## config.mk

```make
export PLATFORM = sky130hd
export DESIGN_NAME = edge_frame_packer
export DESIGN_NICKNAME = d
export VERILOG_FILES = /design/src/rtl/canny_pkg.sv /design/src/rtl/sync_fifo.sv /design/src/rtl/edge_frame_packer.sv
export SDC_FILE = /design/constraint.sdc
export NUM_CORES = 1
export LEC_CHECK = 0
export ABC_AREA = 1
export CORE_UTILIZATION = 35
export CTS_BUF_LIST = sky130_fd_sc_hd__clkbuf_4
export DETAILED_ROUTE_END_ITERATION = 10
export PLACE_DENSITY = 0.5
export SYNTH_ARGS = -nofsm -noshare
export SYNTH_HDL_FRONTEND = slang
export SYNTH_SLANG_ARGS = --single-unit
```

## constraint.sdc

```tcl
create_clock -name clk -period 5.6 [get_ports clk]
set_input_delay 1.68 -clock clk [delete_from_list [all_inputs] [get_ports clk]]
set_output_delay 1.68 -clock clk [all_outputs]
set_load 0.005 [all_outputs]
```

## src/rtl/canny_pkg.sv

```systemverilog
// Shared definitions for the Canny edge pipeline and its downstream packer:
// image size defaults, edge encoding and packed FIFO entry layout.
package canny_pkg;

  localparam logic [7:0] EDGE_ON = 8'hFF;

  localparam int IMG_W_DEFAULT = 256;
  localparam int IMG_H_DEFAULT = 256;

  // Packed FIFO entry: {sof, eol, eof, data[7:0]}
  localparam int ENTRY_W = 11;
  localparam int SOF_BIT = 10;
  localparam int EOL_BIT = 9;
  localparam int EOF_BIT = 8;

  function automatic logic edge_bit(input logic [7:0] pixel);
    return |(pixel & EDGE_ON);
  endfunction

endpackage

```

## src/rtl/sync_fifo.sv

```systemverilog
// Single-clock first-word-fall-through FIFO with a registered head stage.
// A push into a full FIFO is accepted only when a pop happens in the same cycle.
module sync_fifo #(
  parameter int WIDTH = 11,
  parameter int DEPTH = 16,
  localparam int AW = $clog2(DEPTH),
  localparam int CW = $clog2(DEPTH + 1)
) (
  input  logic             clk,
  input  logic             rst,
  input  logic             push,
  input  logic [WIDTH-1:0] push_data,
  input  logic             pop,
  output logic [WIDTH-1:0] pop_data,
  output logic             valid,
  output logic             full,
  output logic             empty,
  output logic [CW-1:0]    count
);

  logic [WIDTH-1:0] mem_r [DEPTH];
  logic [AW-1:0]    wr_ptr_r;
  logic [AW-1:0]    rd_ptr_r;
  logic [CW-1:0]    count_r;
  logic [WIDTH-1:0] head_r;
  logic             valid_r;

  logic             pop_s;
  logic             push_s;
  logic             full_s;
  logic [AW-1:0]    rd_ptr_n;
  logic [CW-1:0]    count_n;
  logic [WIDTH-1:0] head_n;

  // Next-state for pointers, occupancy and the presented head entry
  always_comb begin
    pop_s    = pop & valid_r;
    full_s   = (count_r == CW'(DEPTH));
    push_s   = push & (~full_s | pop_s);
    rd_ptr_n = pop_s ? (rd_ptr_r + AW'(1)) : rd_ptr_r;
    count_n  = count_r + CW'(push_s) - CW'(pop_s);
    // Entry written this cycle becomes the head when nothing older remains
    if (push_s && ((count_r - CW'(pop_s)) == '0)) begin
      head_n = push_data;
    end else begin
      head_n = mem_r[rd_ptr_n];
    end
  end

  // Storage, pointers and registered output stage
  always_ff @(posedge clk or negedge rst) begin
    if (!rst) begin
      for (int i = 0; i < DEPTH; i++) begin
        mem_r[i] <= '0;
      end
      wr_ptr_r <= '0;
      rd_ptr_r <= '0;
      count_r  <= '0;
      head_r   <= '0;
      valid_r  <= 1'b0;
    end else begin
      if (push_s) begin
        mem_r[wr_ptr_r] <= push_data;
        wr_ptr_r        <= wr_ptr_r + AW'(1);
      end
      rd_ptr_r <= rd_ptr_n;
      count_r  <= count_n;
      head_r   <= head_n;
      valid_r  <= (count_n != '0);
    end
  end

  assign pop_data = head_r;
  assign valid    = valid_r;
  assign full     = full_s;
  assign empty    = (count_r == '0);
  assign count    = count_r;

endmodule

```

## src/rtl/edge_frame_packer.sv

```systemverilog
// Packs the binary Canny edge stream into bytes with frame/line markers,
// buffers them against downstream stalls and reports per-frame edge counts.
module edge_frame_packer
  import canny_pkg::*;
#(
  parameter int IMG_W      = IMG_W_DEFAULT,
  parameter int IMG_H      = IMG_H_DEFAULT,
  parameter int FIFO_DEPTH = 16,
  localparam int CNT_W = $clog2(IMG_W * IMG_H + 1)
) (
  input  logic             clk,
  input  logic             rst,
  input  logic             in_valid,
  input  logic [7:0]       pixel_in,
  output logic             m_valid,
  input  logic             m_ready,
  output logic [7:0]       m_data,
  output logic             m_sof,
  output logic             m_eol,
  output logic             m_eof,
  output logic [CNT_W-1:0] edge_count,
  output logic             frame_done,
  output logic             overflow
);

  localparam int COL_W  = $clog2(IMG_W);
  localparam int ROW_W  = (IMG_H > 1) ? $clog2(IMG_H) : 1;
  localparam int FCNT_W = $clog2(FIFO_DEPTH + 1);

  logic [COL_W-1:0]   col_r;
  logic [ROW_W-1:0]   row_r;
  logic [6:0]         shift_r;
  logic [CNT_W-1:0]   acc_r;
  logic [CNT_W-1:0]   edge_count_r;
  logic               frame_done_r;
  logic               overflow_r;

  logic               bit_s;
  logic [7:0]         byte_s;
  logic               col_last_s;
  logic               row_last_s;
  logic               frame_last_s;
  logic               push_s;
  logic               pop_fire_s;
  logic               drop_s;
  logic [CNT_W-1:0]   acc_inc_s;
  logic [ENTRY_W-1:0] entry_s;
  logic [ENTRY_W-1:0] head_s;
  logic               fifo_full_s;
  logic               fifo_empty_s;
  logic [FCNT_W-1:0]  fifo_count_s;
  logic               fifo_unused_s;

  // Byte assembly, raster position decode and drop detection
  always_comb begin
    bit_s        = edge_bit(pixel_in);
    byte_s       = {shift_r, bit_s};
    col_last_s   = (col_r == COL_W'(IMG_W - 1));
    row_last_s   = (row_r == ROW_W'(IMG_H - 1));
    frame_last_s = col_last_s & row_last_s;
    push_s       = in_valid & (col_r[2:0] == 3'd7);
    pop_fire_s   = m_valid & m_ready;
    drop_s       = push_s & fifo_full_s & ~pop_fire_s;
    acc_inc_s    = acc_r + CNT_W'(bit_s);
    entry_s          = '0;
    entry_s[7:0]     = byte_s;
    entry_s[SOF_BIT] = (row_r == '0) && (col_r == COL_W'(7));
    entry_s[EOL_BIT] = col_last_s;
    entry_s[EOF_BIT] = frame_last_s;
  end

  // Raster counters, shift register and running edge accumulator
  always_ff @(posedge clk or negedge rst) begin
    if (!rst) begin
      col_r   <= '0;
      row_r   <= '0;
      shift_r <= '0;
      acc_r   <= '0;
    end else if (in_valid) begin
      shift_r <= byte_s[6:0];
      if (col_last_s) begin
        col_r <= '0;
        row_r <= row_last_s ? '0 : (row_r + ROW_W'(1));
      end else begin
        col_r <= col_r + COL_W'(1);
      end
      acc_r <= frame_last_s ? '0 : acc_inc_s;
    end
  end

  // Frame statistics and sticky loss flag
  always_ff @(posedge clk or negedge rst) begin
    if (!rst) begin
      edge_count_r <= '0;
      frame_done_r <= 1'b0;
      overflow_r   <= 1'b0;
    end else begin
      frame_done_r <= in_valid & frame_last_s;
      if (in_valid && frame_last_s) begin
        edge_count_r <= acc_inc_s;
      end
      if (drop_s) begin
        overflow_r <= 1'b1;
      end
    end
  end

  sync_fifo #(
    .WIDTH (ENTRY_W),
    .DEPTH (FIFO_DEPTH)
  ) u_fifo (
    .clk       (clk),
    .rst       (rst),
    .push      (push_s),
    .push_data (entry_s),
    .pop       (m_ready),
    .pop_data  (head_s),
    .valid     (m_valid),
    .full      (fifo_full_s),
    .empty     (fifo_empty_s),
    .count     (fifo_count_s)
  );

  assign fifo_unused_s = fifo_empty_s ^ (^fifo_count_s);

  assign m_data     = head_s[7:0];
  assign m_sof      = head_s[SOF_BIT];
  assign m_eol      = head_s[EOL_BIT];
  assign m_eof      = head_s[EOF_BIT];
  assign edge_count = edge_count_r;
  assign frame_done = frame_done_r;
  assign overflow   = overflow_r;

endmodule

```

# Word level (Yosys, flattened, before mapping)
# Index checks and enable logic that the tools add are counted.
# word_totals
mem_bits_ro,0
in_bits,12
latchBits,0
mem_bits_rw,0
out_inout_bits,31
elab_cells,76
register_bits,260
memories,0
# classes
mul,0
n_mux,11
reduce_logical,9
eq_ne,5
n_addsub,8
shifts,0
bitwise,12
div,0
magnitude_cmp,3
# op_table
cell,n
bitwise mux 176 bit,1
binary-select mux 11 bit (select 4 bit),1
demux 11 bit (select 4 bit),1
two-way mux 11 bit,4
adder 17 x 1 -> 17 bit,1
two-way mux 17 bit,1
adder 8 x 1 -> 8 bit (second input constant),2
== test 8 bit (second input constant),2
two-way mux 8 bit,2
>= comparator 5 bit (second input constant),2
NOT 4 -> 5 bit,2
subtractor 5 x 1 -> 5 bit,2
adder 4 x 1 -> 4 bit (second input constant),2
== test 8 x 3 -> 1 bit (second input constant),1
logical NOT 8 bit,1
OR reduction 8 bit,1
bitwise AND 1 bit,7
adder 5 x 1 -> 5 bit,1
== test 5 bit (second input constant),1
logical NOT 5 bit,1
less-than comparator 5 x 1 -> 1 bit (second input constant),1
nonzero test 5 bit,1
logical AND 1 bit,4
two-way mux 4 bit,1
4 further kinds,5

# Depth between registers and ports, before layout
# Gate-level depths: netlist of run 1.
# logic_depth
ltp_word,7
depth_mapped,13
ltp_nobuf,12

# Cells and area by module
# From an unflattened synthesis of run 1, not the netlist that was laid out.
# hier_totals
hier_cells,1624
hier_area_um2,13082.5
# modules_own_cells
module,area_each_um2,seq_area_each_um2,cells_each,instances
sync_fifo,10060.9,5029.8,1246,1
edge_frame_packer,3021.6,1476.4,378,1

# Worst setup path after synthesis of run 1
# Ideal clock, no wire load.
# synth_timing
path_type,in2reg
from,input in_valid
to,register u_fifo.valid_r (netlist: u_fifo.valid)
required_ps,5464
stages,12
arrival_time_ps,3599
n_path_buf,2
setup_slack_ps,1864
cell_sequence,buf_4 > nand2_1 > inv_1 > nand2_4 > clkinv_2 > buf_6 > ha_1 > fa_1 > nand3_1 > nand2_1 > xnor2_1 > or3b_2
# synth_between
elab_chain_len,5
# synth_lines
element,line,text
from (decl),edge_frame_packer.sv:13,"input logic in_valid,"
bitwise AND 1 bit,edge_frame_packer.sv:61,push_s = in_valid & (col_r[2:0] == 3'd7);
bitwise AND 1 bit,sync_fifo.sv:39,push_s = push & (~full_s | pop_s);
net u_fifo.push_s,sync_fifo.sv:29,logic push_s;
adder 5 x 1 -> 5 bit,sync_fifo.sv:41,count_n = count_r + CW'(push_s) - CW'(pop_s);
subtractor 5 x 1 -> 5 bit,sync_fifo.sv:41,
net u_fifo.count_n[4],sync_fifo.sv:32,logic [CW-1:0] count_n;
nonzero test 5 bit,sync_fifo.sv:69,valid_r <= (count_n != '0);
to (signal assigned),sync_fifo.sv:69,
to (decl),sync_fifo.sv:26,logic valid_r;
# The timed path passes the listed nets, and every way through them passes these cells.
# A chain may end at the register's enable or synchronous reset.

# Worst setup path after layout of run 1
# layout_timing
from,input m_ready
to,register u_fifo.valid_r (netlist: u_fifo.valid)
# layout_between
elab_chain_len,6
# layout_lines
element,line,text
from (decl),edge_frame_packer.sv:16,"input logic m_ready,"
bitwise AND 1 bit (*),sync_fifo.sv:37,pop_s = pop & valid_r;
OR 1 bit,sync_fifo.sv:39,
bitwise AND 1 bit,sync_fifo.sv:39,
adder 5 x 1 -> 5 bit,sync_fifo.sv:41,
subtractor 5 x 1 -> 5 bit (*),sync_fifo.sv:41,
net u_fifo.count_n[4],sync_fifo.sv:32,
nonzero test 5 bit (*),sync_fifo.sv:69,
# Mark *: on every way through the listed nets, which the timed path passes. The rest lies on a longest branch.

==> out/results.txt, run 1 <==
Slew headroom = 0.323
Post-CTS Resized = 0
clock tree buffer depth = 3
1st-iter DRT viols = 679
I/O pin cnt = 43
TritonCTS clock tree = yes
Clk pin slew, worst setup/hold paths = 0.06 ns
Placer Congestion = 0.789
routed wire length = 35.3 mm
sequential share of the synthesized area = 0.503
Max-cap violations = 0
Critical Path RT = 6.17 ns
minimum clock period = 3.81 ns
Max Slew Vio Count = 0
R2R Setup Slk = 2.67 ns
Antenna Nets Post-Route = 0
reg-to-reg endpoint = u_fifo.valid
Reg2Reg Depth = 11
Worst Setup SP = m_ready
cts hold-fix bufs = 0
final setup fails = 0
PortBufs = 42
top_reg_cell synth = dfrtp_1
Via density = 4.90
Synth top cells by count = 407 x nand2_1, 260 x dfrtp_1, 203 x nand3_1
worst-case vdd ir drop = 366 µV
Mapped Avg Cell Area = 8.24 µm²
TNS Setup = 0 ns
CP Launch Type = input port
Initial DRT Pass Iterations = 5
# H-tree levels = 3
maximum operating frequency = 0.262 GHz
CP max FO = 15
# nets final = 1,639
CP Class = in2reg
status = complete, no violations
clock sink count = 260
endpoints failing hold = 0
RSZ-0062 raised after global routing = no
synth top area cells = dfrtp_1 50%, nand2_1 12%, nand3_1 7.9%
Synthesized Nets = 1,603
initial core utilization = 0.355
Yosys cell types = 39
clk_skew = 0.0455 ns
fin crit share = 0.681
via count of the first global-routing pass = 10,400
Worst-Margin Slew = 1.01 ns
root buf cell = clkbuf_4
overall routing resource usage = 0.196
number of flops mapped to enable cells by yosys = 0
pin count of the biggest net entering global routing = 116
post-layout util = 0.399
count leader, synth = nand2_1
clk_lat worst skew = 0.72 ns
synth-to-layout area growth = 12.6%
DIE WIDTH = 194 µm
Avg WL per Cell = 16.6 µm
layout cells sized above 1 = 0.102
Post-CTS Setup Bufs = 0
Die Span Y = 194 µm
worst endpoint data arrival time = 4.38 ns
Remaining DRCs = 0
via count = 10,500
FP Rows = 70
Yosys top cell by area = dfrtp_1
hold crit path type = reg2reg
Critical path destination = u_fifo.valid
Leak = 6.77 nW
hold path depth = 2
post-detail-place hpwl = 21.4 mm
#FFs+latches synth = 260
async set or reset register ratio after synthesis = 1.00
global route total overflow = 0
Core Box Area = 0.0364 mm²
first-pass GRT wire length = 58.5 mm
YS warnings = 0
Mapped Cells = 1,569
mapped cell area = 0.0129 mm²
Die ar. = 0.0377 mm²
initial antenna violation count = 1
critical path capture point type = flip-flop
Num CTS Buffers = 76
Critical R2R Launch = u_fifo.count[2]
Pwr Density = 476 mW/mm²
area share of the largest cell type after synthesis = 0.503
cell families after synthesis:
logic type / Yosys count / share of synthesized area
AND/OR/NAND/NOR: 756 / 0.273
XOR/XNOR: 31 / 0.0227
AO/OA/AOI/OAI: 226 / 0.0894
flip-flops: 260 / 0.503
adder cells (fa/ha/maj): 22 / 0.0219
buffers and inverters: 274 / 0.0892
stage by stage:
stage	hold WS [ns]	power (mW)	instance area, µm²	setup WS, ns	cells
floorplan	0.444	4.33	12900	1.86	1569
global placement	0.458	5.15	13600	1.13	1995
detailed placement	0.464	5.16	13600	1.09	1995
CTS	0.479	7.02	14600	1.86	2133
global route	0.491	7.52	14600	1.74	2134
finish	0.477	6.92	14600	1.79	2134
worst min path at each step:
stage,start,endpoint
after floorplan,u_fifo.mem_r[0],u_fifo.mem_r[0]
after global placement,u_fifo.mem_r[28],u_fifo.mem_r[28]
after detailed placement,u_fifo.mem_r[163],u_fifo.mem_r[163]
after CTS,u_fifo.mem_r[47],u_fifo.mem_r[47]
after global routing,u_fifo.mem_r[22],u_fifo.mem_r[22]
final,u_fifo.mem_r[113],u_fifo.mem_r[113]
critical path: stages:
cell	delay [ns]
clkdlybuf4s50_1	0.52
nand2_4	0.19
nand4_2	0.15
nand2_4	0.13
clkinv_2	0.22
ha_1	0.32
fa_1	0.40
nand3_1	0.12
nand2_1	0.07
xnor2_1	0.13
or3b_2	0.44
registers in the layout (all words and copies together), names as in the netlist:
signal / count
u_fifo.count: 5
acc_r: 17
col_r: 8
row_r: 8
u_fifo.valid: 1
frame_done: 1
u_fifo.mem_r: 176
u_fifo.wr_ptr_r: 4
edge_count: 17
u_fifo.pop_data: 11
u_fifo.rd_ptr_r: 4
overflow: 1
shift_r: 7
power breakdown:
part	switching, mW	internal (mW)
registers	0.227	2.19
logic	1.79	0.926
clock network	0.853	0.945
layout make-up:
type	instances	area, µm²
clock buffer	116	871
multi-input combinational	1035	5270
antenna	1	2.50
timing repair buffer	55	561
sequential	260	6510
tap	468	586
clock inverter	22	88.8
inverter	177	671
fill	3839	21900
layout by cell type (no fill, tap or decap), types with 16 or more instances in the layout:
cell,instances
clkbuf_4,116
clkdlybuf4s50_1,41
clkinv_1,16
dfrtp_1,260
ha_1,21
inv_1,171
nand2_1,407
nand3_1,203
nand3b_1,66
nor2_1,34
o21ai_0,184
o21ai_1,27
xor2_1,20
metal layers:
layer,vias up,GRT usage,routed length (µm),share of wire
met1,5003,0.275,17100,0.48
met5,-,0,0,0
met3,43,0.0419,1980,0.056
met4,0,0.0623,487,0.014
met2,241,0.302,15800,0.45
li1,5168,-,-,-
No activity file was read; power rests on OpenSTA's default activity.
==> inputs of run 2 (changes only) <==
==> constraint.sdc (replaced) <==
create_clock -name clk -period 3.75 [get_ports clk]
set_input_delay 1.125 -clock clk [delete_from_list [all_inputs] [get_ports clk]]
set_output_delay 1.125 -clock clk [all_outputs]
set_load 0.005 [all_outputs]
==> run 2 against run 1 <==
- flip-flop and latch count did not move
- largest power group unchanged
- wire length fell by 1.1%
- power rose by 52%
- final cell count barely moved
==> out/results.txt, run 2 (synthesis results as in run 1) <==
Biggest register = u_fifo.mem_r
routed wire length = 34.9 mm (-1.1%)
TNS Setup = 0 ns (unchanged)
critical path cell sequence = clkdlybuf4s50_1
Critical Path RT = 2.62 ns (-3.55 ns)
status = complete, no violations
endpoints failing hold = 0 (unchanged)
Worst Setup SP = u_fifo.valid
Crit path buffers/inverters = 1 (-1)
Placer Congestion = 0.790 (+0.10%)
Reg2Reg Depth = 10 (-1)
most frequent cells in the layout = 407 x nand2_1, 260 x dfrtp_1, 203 x nand3_1
Die ar. = 0.0377 mm² (unchanged)
Clk pin slew, worst setup/hold paths = 0.07 ns (about the same)
pin count of the biggest net entering global routing = 73 (-37%)
DIE WIDTH = 194 µm (unchanged)
Worst-Margin Slew = 0.803 ns (-0.205 ns)
Initial DRT Pass Iterations = 5 (unchanged)
clk_lat worst skew = 0.73 ns (about the same)
Max Slew Vio Count = 0 (unchanged)
Place WS = 0.113 ns (-0.981 ns)
slowest cell on the critical path = clkdlybuf4s50_1
Via density = 4.94 (+0.93%)
Pwr Density = 713 mW/mm² (+50%)
Critical path destination = m_valid
global route total overflow = 0 (unchanged)
overall routing resource usage = 0.193 (-0.00326)
R2R Setup Slk = 1.12 ns (-1.55 ns)
Post-CTS Resized = 0 (unchanged)
Leak = 6.85 nW (+1.0%)
cts hold-fix bufs = 0 (unchanged)
final setup fails = 0 (unchanged)
Num CTS Buffers = 77 (+1.3%)
CP max FO = 3 (-12)
Remaining DRCs = 0 (unchanged)
total design power = 10.5 mW (+52%)
Core Box Area = 0.0364 mm² (unchanged)
clk_skew = 0.0359 ns (-0.00960 ns)
Max-cap violations = 0 (unchanged)
first-pass GRT wire length = 57.9 mm (-0.99%)
Critical R2R Launch = u_fifo.count[2]
layout cells sized above 1 = 0.105 (+0.00319)
# H-tree levels = 3 (unchanged)
post-detail-place hpwl = 21.5 mm (+0.39%)
initial core utilization = 0.355 (unchanged)
max reg flops = 176 (unchanged)
Avg WL per Cell = 16.4 µm (-1.0%)
post-layout util = 0.404 (+0.00443)
Crit path max-delay family = buffers and inverters
via count of the first global-routing pass = 10,600 (+1.6%)
# nets final = 1,661 (+1.3%)
hold slack = 0.360 ns (-0.117 ns)
fin crit share = 0.777
worst endpoint data arrival time = 1.79 ns (-2.59 ns)
1st-iter DRT viols = 708 (+4.3%)
RSZ-0062 raised after global routing = no
leading cell type in the layout, fill and taps excluded = nand2_1
FP Rows = 70 (unchanged)
initial antenna violation count = 1 (unchanged)
Stages on worst setup path = 1 (-10)
TritonCTS clock tree = yes
minimum clock period = 2.91 ns
clock sink count = 260 (unchanged)
CP Launch Type = flip-flop
Antenna Nets Post-Route = 0 (unchanged)
PortBufs = 42 (unchanged)
Slew headroom = 0.463 (+0.140)
worst-case vdd ir drop = 411 µV (+12%)
Worst Slack Setup Final = 0.838 ns (-0.948 ns)
reg-to-reg endpoint = u_fifo.valid
maximum operating frequency = 0.343 GHz
root buf cell = clkbuf_4
Crit path largest cell delay = 0.56 ns (+0.04 ns)
clock tree buffer depth = 3 (unchanged)
critical path capture point type = output port
synth-to-layout area growth = 13.8%
Die Span Y = 194 µm (unchanged)
CP Class = reg2out
Post-CTS Setup Bufs = 0 (unchanged)
via count = 10,500 (+0.83%)
I/O pin cnt = 43 (unchanged)
hold crit path type = in2async
## run 2: cell types whose count changed in the layout (fill, tap and decap cells not counted), moves of 2 or more
cell	change
bufinv_16	+2
clkbuf_4	-15
buf_4	+13
clkinv_1	-8
buf_12	+8
## run 2: worst min path at each step
stage / start / end / slack, ns / cells past startpoint
floorplan: u_fifo.mem_r[0] / u_fifo.mem_r[0] / 0.44 / 2
global placement: u_fifo.mem_r[115] / u_fifo.mem_r[115] / 0.46 / 2
detailed placement: overflow / overflow / 0.46 / 1
CTS: rst / u_fifo.mem_r[51] / 0.33 / 1
global route: rst / u_fifo.mem_r[17] / 0.38 / 1
finish: rst / u_fifo.mem_r[17] / 0.36 / 1
## run 2: power breakdown
group / internal, mW / total [mW] / leakage [nW] / switching (mW)
combinational: 1.56 / 4.35 / 2.82 / 2.79
sequential: 3.27 / 3.58 / 3.51 / 0.311
clock: 1.36 / 2.57 / 0.518 / 1.20
total: 6.19 / 10.5 / 6.85 / 4.31
## run 2: through the flow
stage	area (µm²)	std cells
after floorplan	12900	1569
after global placement	13800	2016
after detailed placement	13800	2016
after CTS	14700	2130
after global routing	14700	2132
final	14700	2132
## run 2: routing by layer
metal	vias up	share of wire	track usage	wire length, µm
li1	5201	-	-	-
met1	5039	0.49	0.266	17000
met2	239	0.44	0.296	15400
met3	63	0.053	0.0430	1840
met4	0	0.021	0.0705	731
met5	-	0	0	0
## run 2: layout make-up
type	count	area (µm²)
clock inverter	13	103
sequential	260	6510
antenna	2	5.00
inverter	177	671
multi-input combinational	1035	5270
clock buffer	101	758
fill	3780	21700
tap	468	586
timing repair buffer	76	818
==> inputs of run 3 (changes only) <==
--- a/config.mk
+++ b/config.mk
@@ -9,7 +9,7 @@
 export CORE_UTILIZATION = 35
 export CTS_BUF_LIST = sky130_fd_sc_hd__clkbuf_4
 export DETAILED_ROUTE_END_ITERATION = 10
-export PLACE_DENSITY = 0.5
+export PLACE_DENSITY = 0.52
 export SYNTH_ARGS = -nofsm -noshare
 export SYNTH_HDL_FRONTEND = slang
 export SYNTH_SLANG_ARGS = --single-unit
==> constraint.sdc (replaced) <==
create_clock -name clk -period 2.6 [get_ports clk]
set_input_delay 0.78 -clock clk [delete_from_list [all_inputs] [get_ports clk]]
set_output_delay 0.78 -clock clk [all_outputs]
set_load 0.005 [all_outputs]
==> run 3 against run 2 <==
- clock-buffer cell count grew 3
- first-iteration DRC count shrank 0.71%
- critical path type unchanged
- critical endpoint unchanged
- largest power group unchanged
- die area is the same
- non-clock buffer count grew 56
==> out/results.txt, run 3 (synthesis results as in run 1) <==
global route total overflow = 0 (unchanged)
Inst Count DP = 2,071 (+2.7%)
FP Rows = 70 (unchanged)
Max-cap violations = 0 (unchanged)
Die Span Y = 194 µm (unchanged)
slowest cell on the critical path = clkdlybuf4s50_1
final setup fails = 0 (unchanged)
CP Launch Type = flip-flop
clock tree buffer depth = 3 (unchanged)
endpoints failing hold = 0 (unchanged)
initial antenna violation count = 1 (unchanged)
Avg WL per Cell = 15.8 µm (-3.3%)
layout cells sized above 1 = 0.140 (+0.0354)
max reg flops = 176 (unchanged)
critical path capture point type = output port
CP max FO = 3 (unchanged)
Remaining DRCs = 0 (unchanged)
root buf cell = clkbuf_4
Crit path largest cell delay = 0.54 ns (-0.02 ns)
Via density = 4.86 (-1.8%)
post-detail-place hpwl = 22.6 mm (+5.4%)
internal power = 9.77 mW (+58%)
Crit path max-delay family = buffers and inverters
worst-case vdd ir drop = 593 µV (+44%)
fin crit share = 0.960
combinational power share = 0.437 (+0.022)
Worst Slack Setup Final = 0.105 ns (-0.733 ns)
TritonCTS clock tree = yes
Biggest register = u_fifo.mem_r
Max Slew Vio Count = 0 (unchanged)
Initial DRT Pass Iterations = 5 (unchanged)
via count = 10,700 (+1.5%)
maximum operating frequency = 0.401 GHz
leading cell type in the layout, fill and taps excluded = nand2_1
Pwr Density = 1040 mW/mm² (+46%)
Clk pin slew, worst setup/hold paths = 0.06 ns (about the same)
clock share of power = 0.246 (+0.002)
clk_skew = 0.0646 ns (+0.0287 ns)
Seq pwr share = 0.318 (-0.023)
first-pass GRT wire length = 58.0 mm (+0.17%)
Slew headroom = 0.520 (+0.0568)
hold slack = 0.477 ns (+0.117 ns)
Sw Ratio = 0.398 (-0.0125)
synth-to-layout area growth = 20.8%
DIE WIDTH = 194 µm (unchanged)
1st-iter DRT viols = 703 (-0.71%)
minimum clock period = 2.50 ns
initial core utilization = 0.355 (unchanged)
worst endpoint data arrival time = 1.72 ns (-0.07 ns)
via count of the first global-routing pass = 10,800 (+2.0%)
critical path cell sequence = clkdlybuf4s50_1
Core Box Area = 0.0364 mm² (unchanged)
Antenna Nets Post-Route = 0 (unchanged)
clk_lat worst skew = 0.76 ns (+0.03 ns)
Placer Congestion = 0.782 (-0.99%)
Crit path buffers/inverters = 1 (unchanged)
RSZ-0062 raised after global routing = no
Die ar. = 0.0377 mm² (unchanged)
Num CTS Buffers = 75 (-2.6%)
overall routing resource usage = 0.193 (+0.000396)
clock sink count = 260 (unchanged)
Non-Filler Instances = 2,203 (+3.3%)
R2R Setup Slk = 0.17 ns (-0.95 ns)
# nets final = 1,715 (+3.3%)
hold crit path type = reg2reg
total design power = 16.2 mW (+55%)
I/O pin cnt = 43 (unchanged)
Switch Pwr = 6.46 mW (+50%)
# H-tree levels = 3 (unchanged)
Post-CTS Setup Bufs = 0 (unchanged)
pin count of the biggest net entering global routing = 75 (+2.7%)
Critical Path RT = 1.82 ns (-0.80 ns)
PortBufs = 42 (unchanged)
Place WS = -0.548 ns (-0.661 ns)
Worst-Margin Slew = 0.719 ns (-0.0840 ns)
routed wire length = 34.9 mm (-0.12%)
CP Class = reg2out
Leak = 7.31 nW (+6.8%)
status = complete, no violations
most frequent cells in the layout = 406 x nand2_1, 259 x dfrtp_1, 202 x nand3_1
[run 3: per-layer routing]
| layer | track usage | vias to the layer above | part of all wire |
|---|---|---|---|
| met3 | 0.0372 | 57 | 0.051 |
| met5 | 0 | - | 0 |
| met4 | 0.0673 | 0 | 0.020 |
| met2 | 0.301 | 239 | 0.45 |
| li1 | - | 5312 | - |
| met1 | 0.269 | 5094 | 0.48 |
[run 3: layout make-up]
| cell class | instances | area, µm² |
|---|---|---|
| well taps | 468 | 586 |
| fillers | 3745 | 20800 |
| flip-flops and latches | 260 | 6510 |
| multi-input cells | 1035 | 5320 |
| diodes | 1 | 2.50 |
| clock buffers | 104 | 781 |
| inverters | 177 | 674 |
| repair buffers | 132 | 1570 |
| clock inverters | 26 | 188 |
[run 3: worst paths after layout]
check	to	cells past startpoint	from
min	u_fifo.mem_r[47]	2	u_fifo.mem_r[47]
min reg2reg	u_fifo.mem_r[47]	2	u_fifo.mem_r[47]
max	m_valid	1	u_fifo.valid
min in group asynchronous	u_fifo.mem_r[35]	2	rst
max reg2reg	u_fifo.valid	10	u_fifo.count[3]
max in group asynchronous	u_fifo.mem_r[147]	3	rst
[run 3: stage by stage]
stage,utilization,setup TNS [ns],area (µm²)
final,0.429,0,15600
after global routing,0.429,0,15600
after CTS,0.429,0,15600
after detailed placement,0.402,-11.55,14600
after global placement,0.402,-9.71,14600
after floorplan,-,-0.0276,13000
[run 3: tightest hold or removal path, delay by kind of cell, from the launching register on]
| kind | cells | cell delay (ns) |
|---|---|---|
| flops | 1 | 0.33 |
| simple gates | 1 | 0.05 |
| compound gates | 1 | 0.06 |
[run 3: timing repair]
item,4_1_cts,5_1_grt
hold endpoints to repair,36,0
hold buffers,1,0
endpoints found under the setup margin,1,0
resized for setup,1,0
[run 3: power groups by stage]
stage	clock (mW)	sequential (mW)	combinational, mW
6_report	3.99	5.16	7.09
5_1_grt	4.36	5.24	7.89
4_1_cts	4.14	5.16	7.13
3_5_place_dp	0	5.22	7.09
3_3_place_gp	0	5.22	7.02
2_1_floorplan	0	5.11	4.29
